$ cat src/rtl/data_sync_tx.sv
`default_nettype none
// ============================================================================
// Module      : data_sync_tx
// Description : Source-domain sender for the multi-bit bus synchronizer.
//               Holds a captured word on unsync_bus and runs a 4-phase
//               req/ack handshake against the synchronized destination ack.
// Revision    : 1.0 - initial release
// ============================================================================
module data_sync_tx #(
    parameter int BUS_WIDTH = 8,
    parameter int NUM_STAGE = 2,
    parameter int TIMEOUT   = 0
) (
    input  logic                 clk,
    input  logic                 rst_n,
    input  logic [BUS_WIDTH-1:0] in_data_i,
    input  logic                 in_valid_i,
    output logic                 in_ready_o,
    input  logic                 ack_in_i,
    output logic [BUS_WIDTH-1:0] unsync_bus_o,
    output logic                 bus_enable_o,
    output logic                 busy_o,
    output logic                 tx_done_o,
    output logic                 tx_err_o
);

    localparam int               CNT_W    = (TIMEOUT > 0) ? $clog2(TIMEOUT + 1) : 1;
    localparam logic [CNT_W-1:0] CNT_LAST = CNT_W'((TIMEOUT > 0) ? (TIMEOUT - 1) : 0);
    localparam logic [CNT_W-1:0] CNT_MAX  = '1;
    localparam bit               TO_EN    = (TIMEOUT != 0);

    localparam logic [1:0] ST_IDLE    = 2'd0;
    localparam logic [1:0] ST_REQ     = 2'd1;
    localparam logic [1:0] ST_RELEASE = 2'd2;

    logic [1:0]           state_q, state_d;
    logic [BUS_WIDTH-1:0] bus_q, bus_d;
    logic                 en_q, en_d;
    logic                 done_q, done_d;
    logic                 err_q, err_d;
    logic [CNT_W-1:0]     cnt_q, cnt_d;
    logic [NUM_STAGE-1:0] ack_sync_q;
    logic                 ack_s;

    // Only the last stage of the chain is ever looked at.
    assign ack_s = ack_sync_q[NUM_STAGE-1];

    always_ff @(posedge clk or negedge rst_n) begin
        if (!rst_n) begin
            ack_sync_q <= '0;
        end else begin
            ack_sync_q <= {ack_sync_q[NUM_STAGE-2:0], ack_in_i};
        end
    end

    always_comb begin
        state_d = state_q;
        bus_d   = bus_q;
        en_d    = en_q;
        done_d  = 1'b0;
        err_d   = 1'b0;
        cnt_d   = (cnt_q != CNT_MAX) ? cnt_q + 1'b1 : cnt_q;

        case (state_q)
            ST_IDLE: begin
                cnt_d = '0;
                if (in_valid_i) begin
                    bus_d   = in_data_i;
                    en_d    = 1'b1;
                    state_d = ST_REQ;
                end
            end
            ST_REQ: begin
                if (ack_s) begin
                    en_d    = 1'b0;
                    done_d  = 1'b1;
                    state_d = ST_RELEASE;
                end else if (TO_EN && (cnt_q == CNT_LAST)) begin
                    en_d    = 1'b0;
                    err_d   = 1'b1;
                    state_d = ST_RELEASE;
                end
            end
            ST_RELEASE: begin
                if (!ack_s) begin
                    state_d = ST_IDLE;
                end else if (TO_EN && (cnt_q == CNT_LAST)) begin
                    err_d   = 1'b1;
                    state_d = ST_IDLE;
                end
            end
            default: begin
                en_d    = 1'b0;
                state_d = ST_IDLE;
            end
        endcase

        // Each phase gets its own full timeout budget.
        if (state_d != state_q) begin
            cnt_d = '0;
        end
    end

    always_ff @(posedge clk or negedge rst_n) begin
        if (!rst_n) begin
            state_q <= ST_IDLE;
            bus_q   <= '0;
            en_q    <= 1'b0;
            done_q  <= 1'b0;
            err_q   <= 1'b0;
            cnt_q   <= '0;
        end else begin
            state_q <= state_d;
            bus_q   <= bus_d;
            en_q    <= en_d;
            done_q  <= done_d;
            err_q   <= err_d;
            cnt_q   <= cnt_d;
        end
    end

    assign in_ready_o   = (state_q == ST_IDLE);
    assign busy_o       = ~in_ready_o;
    assign unsync_bus_o = bus_q;
    assign bus_enable_o = en_q;
    assign tx_done_o    = done_q;
    assign tx_err_o     = err_q;

endmodule
`default_nettype wire

$ cat config.mk
export PLATFORM = sky130hd
export DESIGN_NAME = data_sync_tx
export DESIGN_NICKNAME = d
export VERILOG_FILES = /design/src/rtl/data_sync_tx.sv
export SDC_FILE = /design/constraint.sdc
export NUM_CORES = 1
export LEC_CHECK = 0
export ABC_AREA = 1
export CORE_AREA = 5 5 42 44
export CTS_BUF_LIST = sky130_fd_sc_hd__clkbuf_8
export DETAILED_ROUTE_END_ITERATION = 8
export DIE_AREA = 0 0 47 49
export PLACE_DENSITY = 0.79
export SLEW_MARGIN = 25
export SYNTH_ARGS = -nofsm -noshare
export SYNTH_HDL_FRONTEND = slang
export SYNTH_SLANG_ARGS = --single-unit
$ cat constraint.sdc
create_clock -name clk -period 1.77 [get_ports clk]
set_input_delay 0.354 -clock clk [delete_from_list [all_inputs] [get_ports clk]]
set_output_delay 0.354 -clock clk [all_outputs]
set_load 0.01 [all_outputs]
# Yosys cells after proc, flatten, opt, wreduce, memory -nomap -nowiden
# Cells that the tools add are included.
op_classes:
  n_eq_ne: 5
  n_reduce_logical: 4
  mux: 9
  bitwise_logic: 2
op_table:
  columns: ["cell", "n"]
  rows:
  - ["two-way mux 2 bit", 3]
  - ["inequality test 2 bit, second input constant", 3]
  - ["case mux 2 bit (3 select lines)", 1]
  - ["AND reduction 3 bit", 2]
  - ["two-way mux 1 bit", 4]
  - ["case mux 1 bit (3 select lines)", 1]
  - ["== test 2 x 1 -> 1 bit, second input constant", 1]
  - ["== test 2 bit, second input constant", 1]
  - ["logical NOT 2 bit", 1]
  - ["inverter 1 bit", 2]
  - ["AND reduction 2 bit", 1]
word_totals:
  inputBits: 12
  register_bits: 14
  output_inout_bits: 13
  wordCells: 25

# Longest topological paths before layout
# Gate-level depths: netlist of the first run.
logic_depth:
  word_depth: 3
  depth_mapped: 4

# Worst setup path after synthesis of the first run
# No wires, ideal clock.
synth_timing:
  kind: "flip-flop to output port"
  start: "reg state_q[0]"
  end: "out busy_o"
  stages_incl_launch_ff: 4
  path_buffers: 1
  arrival_ps: 774
  setup_slack_ps: 642
  t_required_ps: 1416
  cell_sequence: "dfrtp_1 -> nor2_2 -> buf_6 -> inv_1"
synth_between:
  elab_chain_cells: 2
synth_rtl:
  columns: ["element", "line_no", "text"]
  rows:
  - ["start: declaration", "36", "logic [1:0] state_q, state_d;"]
  - ["start signal: assignment", "113", "state_q <= state_d;"]
  - ["logical NOT 2 bit", "122", "assign in_ready_o = (state_q == ST_IDLE);"]
  - ["via in_ready_o", "18", "output logic in_ready_o,"]
  - ["inverter 1 bit", "123", "assign busy_o = ~in_ready_o;"]
  - ["end: declaration", "22", "output logic busy_o,"]
# The timed path passes the listed nets, and every way through them passes these cells.

# Worst setup path after layout of the first run
layout_timing:
  start: "reg state_q[0]"
  end: "out busy_o"
layout_between:
  elab_chain_cells: 2
layout_rtl:
  columns: ["element", "line_no"]
  rows:
  - ["logical NOT 2 bit", "122"]
  - ["inverter 1 bit", "123"]
# No other way between the ends.

==> run metrics, run 1 <==
status=finished clean; Num CTS Buffers=3; power density over the cells=1670 nW/µm²; hold endpoint=ack_sync_q[1]; hold path cells=0; Ports=25; Global Route Usage Sum=0.120; Sequential cell area=350 µm²; worst min-delay path category=reg2reg; Fin. Hold Viols=0; Max Clk Rate=approximately 590 MHz; total grt overflow=0; skew final=0.00395 ns; synth top area cells=dfrtp_1 64%, nand2_1 14%, nand3_1 7.4%; Worst setup EP type=output pin; final worst path period share=0.955; GR Util met1=0.133; drt pass-1 iters=4; clk_lat worst skew=approximately 0.24 ns; Rel. slew slack=0.585; crit path launch type=register; GRT busiest layer=met2; Root Buffer Master=clkbuf_8; post-DP HPWL=roughly 860 µm; Leakage=0.413 nW; slowest stage cell, crit path=clkdlybuf4s50_1; setup bufs post-CTS=0; crit-path max FO=4; GPL Wtd Cong=between 0.6 and 0.7; post-synthesis cell type count=12; synth-to-layout area growth=53.8%; share of cells above drive strength 1=0.0988; Num Clock Sinks=14; Worst Hold Launch=ack_sync_q[0]; WL per Instance=between 10 and 15 µm; R2R Path Start=state_q[0]; met3 usage=0.0517; reg2reg end=unsync_bus_o[7]; GRT met2 Usage=0.190; post-synthesis register bit count=14; warnings from Yosys=0; syn avg cell area=slightly below 10 µm²; combinational power share=0.407; syn_nets=67; Slew Viols, Final=0; Clk network pwr share=0.223; Switching Share=0.321; fin cells=97; largest net degree at the start of global routing=15; Total Wirelength=1.21 mm; CTS tree=done; vias in the first global route=between 400 and 500; Req. time, crit path=between 1 and 1.5 ns; Post-CTS Hold Fix Bufs=0; diode count=0; synthesized area=between 500 and 600 µm²; cell count of the worst reg-to-reg path=5; DRT iter0 DRCs=2; # DRC=0; H-tree levels=1; Die W=around 47 µm; via-per-instance ratio=around 4.6; Initial Utilization=0.388; Final #Nets=94; first-pass GRT wire length=between 1.5 and 2 mm; Critical Path Max Stage Delay=~0.47 ns; Crit Path Class=reg2out; die area=around 2300 µm²; # setup viols final=0; fillers=137; cell count after synthesis=55; Port Buf Inserts=23; Die Span Y=roughly 50 µm; crit path cell chain=nor2_2 -> inv_1 -> clkdlybuf4s50_1; Util after Layout=0.597; Std-Cell Rows=14; reg2reg setup slack=0.60 ns; Synth top area share=0.644; Longest Clk Path Bufs=2; post-CTS sizing=0; Core Region=between 1000 and 1500 µm²; setup TNS=0 ns; max-cap viol count=0; Min Clock Period, post-route=about 1.7 ns; post-synthesis sequential area ratio=0.644; VDD IR-drop max=around 770 µV; ANT nets after route=0; Synth area leader=dfrtp_1; via count=442; area of the multi-input gates=~150 µm²; Reg power frac=0.370; RSZ-0062 raised after global routing=false; Slew @ Worst Pin=roughly 0.62 ns; Reg clk slew, reported paths=roughly 0.060 ns; initial antenna violation count=0; placed cell count=93; Net Switching=about 0.00045 W; hold slack=between 0.3 and 0.4 ns; CP arrival=between 1 and 1.5 ns; internal power=~0.00095 W
[worst max-delay path: cells and delay by family (launching register included)]
family	cells	cell delay, ns
and+or+nand+nor	1	0.16
buffers and inverters	2	0.52
DFF	1	0.41
[sequential cells by signal (all words and copies together), names as in the netlist]
| name | count |
|---|---|
| ack_sync_q | 2 |
| tx_done_o | 1 |
| bus_enable_o | 1 |
| state_q | 2 |
| unsync_bus_o | 8 |
[Yosys cell counts]
master and number:
nor2_1 1, nor3b_1 1, buf_6 2, nor2_2 1, o21ai_0 2, inv_1 3, dfrtp_1 14, nand2_2 1
buf_4 1, nand3_1 8, conb_1 1, nand2_1 20
[logic make-up after synthesis]
group	count (synthesis)	share of synthesized area
buffers and inverters	6	0.0759
flip-flops	14	0.644
other	1	0.00689
AND/OR/NAND/NOR	32	0.255
AO/OA/AOI/OAI	2	0.0184
[routing by layer]
metal | share of wire | vias up | wire, µm
li1 | - | 219 | -
met1 | 0.39 | 200 | 473
met2 | 0.51 | 21 | 619
met3 | 0.086 | 2 | 104
met4 | 0.012 | 0 | 14
met5 | 0 | - | 0
[cell type report]
class                      instances  area share
sequential                        14       0.419
timing repair buffer              25       0.296
multi-input combinational         35       0.182
clock buffer                       4      0.0658
tap                               16      0.0239
inverter                           3      0.0135
[power groups by stage]
stage / registers (W) / logic (W) / clock network, W
after global routing: 0.000534 / 0.000617 / 0.000328
after detailed placement: 0.000523 / 0.000575 / 0
after CTS: 0.000519 / 0.000580 / 0.000317
after global placement: 0.000515 / 0.000568 / 0
final: 0.000517 / 0.000570 / 0.000312
after floorplan: 0.000565 / 0.000208 / 0
[cell usage in the layout (no fill, tap or decap)]
cell / synthesis / routed
nor2_1: 1 / 1
clkdlybuf4s50_1: 0 / 22
conb_1: 1 / 1
nor3b_1: 1 / 1
nand3_1: 8 / 8
dlymetal6s2s_1: 0 / 1
o21ai_0: 2 / 2
nand2_2: 1 / 1
buf_4: 1 / 2
dfrtp_1: 14 / 14
clkbuf_8: 0 / 4
inv_1: 3 / 3
nand2_1: 20 / 20
nor2_2: 1 / 1
[metrics by stage]
| step | worst slack, ns | cell area, µm² | total power [W] |
|---|---|---|---|
| floorplan | 0.642 | 544 | 0.000773 |
| global placement | 0.309 | 779 | 0.00108 |
| detailed placement | 0.298 | 779 | 0.00110 |
| CTS | 0.0196 | 835 | 0.00142 |
| global route | 0.0175 | 837 | 0.00148 |
| finish | 0.0805 | 837 | 0.00140 |
[worst max-delay path by stage]
stage                from    endpoint  slack (ns)  cells after the start
6_report       state_q[0]      busy_o        0.08                      3
5_1_grt        state_q[0]      busy_o        0.02                      3
4_1_cts        state_q[0]  in_ready_o        0.02                      2
3_5_place_dp   state_q[0]  in_ready_o        0.30                      2
2_1_floorplan  state_q[0]      busy_o        0.64                      3
3_3_place_gp   state_q[0]  in_ready_o        0.31                      2
Note: power is estimated with default switching activity, not from simulation.
==> inputs of run 2 (changes only) <==
- CORE_AREA: 5 5 42 44 -> not set
- CORE_MARGIN: not set -> 5
- CORE_UTILIZATION: not set -> 41
- DIE_AREA: 0 0 47 49 -> not set
- PLACE_DENSITY: 0.79 -> 0.8
- clock period: 1.77 -> 1.7 ns (I/O delays scaled with it)
==> run metrics, run 2 (same netlist as run 1, synthesis figures left out) <==
# setup viols final=0; max-cap viol count=0; slowest stage cell, crit path=clkdlybuf4s50_1; Reg clk slew, reported paths=0.06 ns; Leakage=roughly 0.42 nW; initial antenna violation count=0; Critical Path Max Stage Delay=about 0.54 ns; fin cells=97; die area=2160 µm²; Slew Viols, Final=0; setup TNS=0 ns; Die Span Y=46.4 µm; Min Clock Period, post-route=1.48 ns; via count=439; DR top layer=met4; Total Wirelength=1.14 mm; most frequent cells in the layout=21 x clkdlybuf4s50_1, 20 x nand2_1, 14 x dfrtp_1; Util after Layout=0.655; drt pass-1 iters=5; post-DP HPWL=858 µm; Req. time, crit path=around 1.4 ns; worst min-delay path category=reg2reg; Root Buffer Master=clkbuf_8; Core Region=about 1300 µm²; # DRC=0; synth-to-layout area growth=54.7%; Num CTS Buffers=3; ANT nets after route=0; H-tree levels=1; via-per-instance ratio=4.53; RSZ-0062 raised after global routing=false; Longest Clk Path Bufs=2; clk_lat worst skew=between 0.2 and 0.25 ns; Final #Nets=95; DRT met1 WL=roughly 450 µm; met3 wire length=about 80 µm; largest net degree at the start of global routing=15; Worst setup EP type=output pin; commonest non-fill, non-tap cell in the layout=clkdlybuf4s50_1; CP arrival=roughly 1.1 ns; crit path cell chain=clkdlybuf4s50_1; skew final=0.00105 ns; Max Clk Rate=about 680 MHz; max reg flops=8; WL per Instance=about 12 µm; delay-heaviest family, CP=buffers and inverters; crit path launch type=register; power density over the cells=roughly 1700 nW/µm²; crit path buf inv count=1; Global Route Usage Sum=0.118; Initial Utilization=0.424; status=finished clean; Ports=25; share of cells above drive strength 1=0.110; GPL Wtd Cong=0.650; final worst path period share=0.870; crit-path max FO=2; total grt overflow=0; Num Clock Sinks=14; Post-CTS Hold Fix Bufs=0; diode count=0; first-pass GRT wire length=around 1.7 mm; Std-Cell Rows=13; Fin. Hold Viols=0; routed wl met2=586 µm; vias in the first global route=just under 400; setup bufs post-CTS=0; Port Buf Inserts=23; CTS tree=done; Crit Path Class=reg2out; placed cell count=93; VDD IR-drop max=about 1100 µV; Die W=46.4 µm; DRT iter0 DRCs=9
## run 2: final cells by class
cell class,count,area (µm²)
Inverter,3,11.3
Timing Repair Buffer,26,254
Multi-Input combinational cell,35,153
Sequential cell,14,350
Fill cell,114,443
Clock buffer,4,55.1
Tap cell,15,18.8
## run 2: worst paths after layout
kind	from	end	slack, ns	depth (start not counted)
max in group asynchronous	rst_n	state_q[0]	1.13	2
setup / recovery	unsync_bus_o[5]	unsync_bus_o[5]	0.22	1
min in group asynchronous	rst_n	bus_enable_o	0.41	2
setup reg to reg	state_q[1]	unsync_bus_o[5]	0.52	5
hold / removal	ack_sync_q[0]	ack_sync_q[1]	0.35	0
hold reg to reg	ack_sync_q[0]	ack_sync_q[1]	0.35	0
## run 2: report_power, final
group / total, W / switching (W) / leakage (nW) / internal (W)
clock network: 0.000318 / 0.000113 / 0.0288 / 0.000205
logic: 0.000583 / 0.000268 / 0.218 / 0.000315
registers: 0.000535 / 0.0000740 / 0.172 / 0.000461
## run 2: timing repair
item                                   in CTS  in global routing
pin swaps                                   0                  1
setup endpoints to repair                   1                  1
endpoints found under the hold margin       0                  0
gates resized for setup                     1                  1
## run 2: stage by stage
step                      setup slack, ns  total power, W  hold WS (ns)  area [µm²]
after floorplan                     0.586        0.000804        0.0444         544
after global placement              0.266         0.00112         0.334         786
after detailed placement            0.261         0.00114         0.345         786
after CTS                         0.00726         0.00146         0.358         840
after global routing                0.173         0.00152         0.365         842
final                               0.220         0.00144         0.355         842
## run 2: routing by layer
metal,global-route usage,vias up
met5,0,-
met1,0.141,202
met4,0.0682,0
li1,-,221
met2,0.195,14
met3,0.0234,2
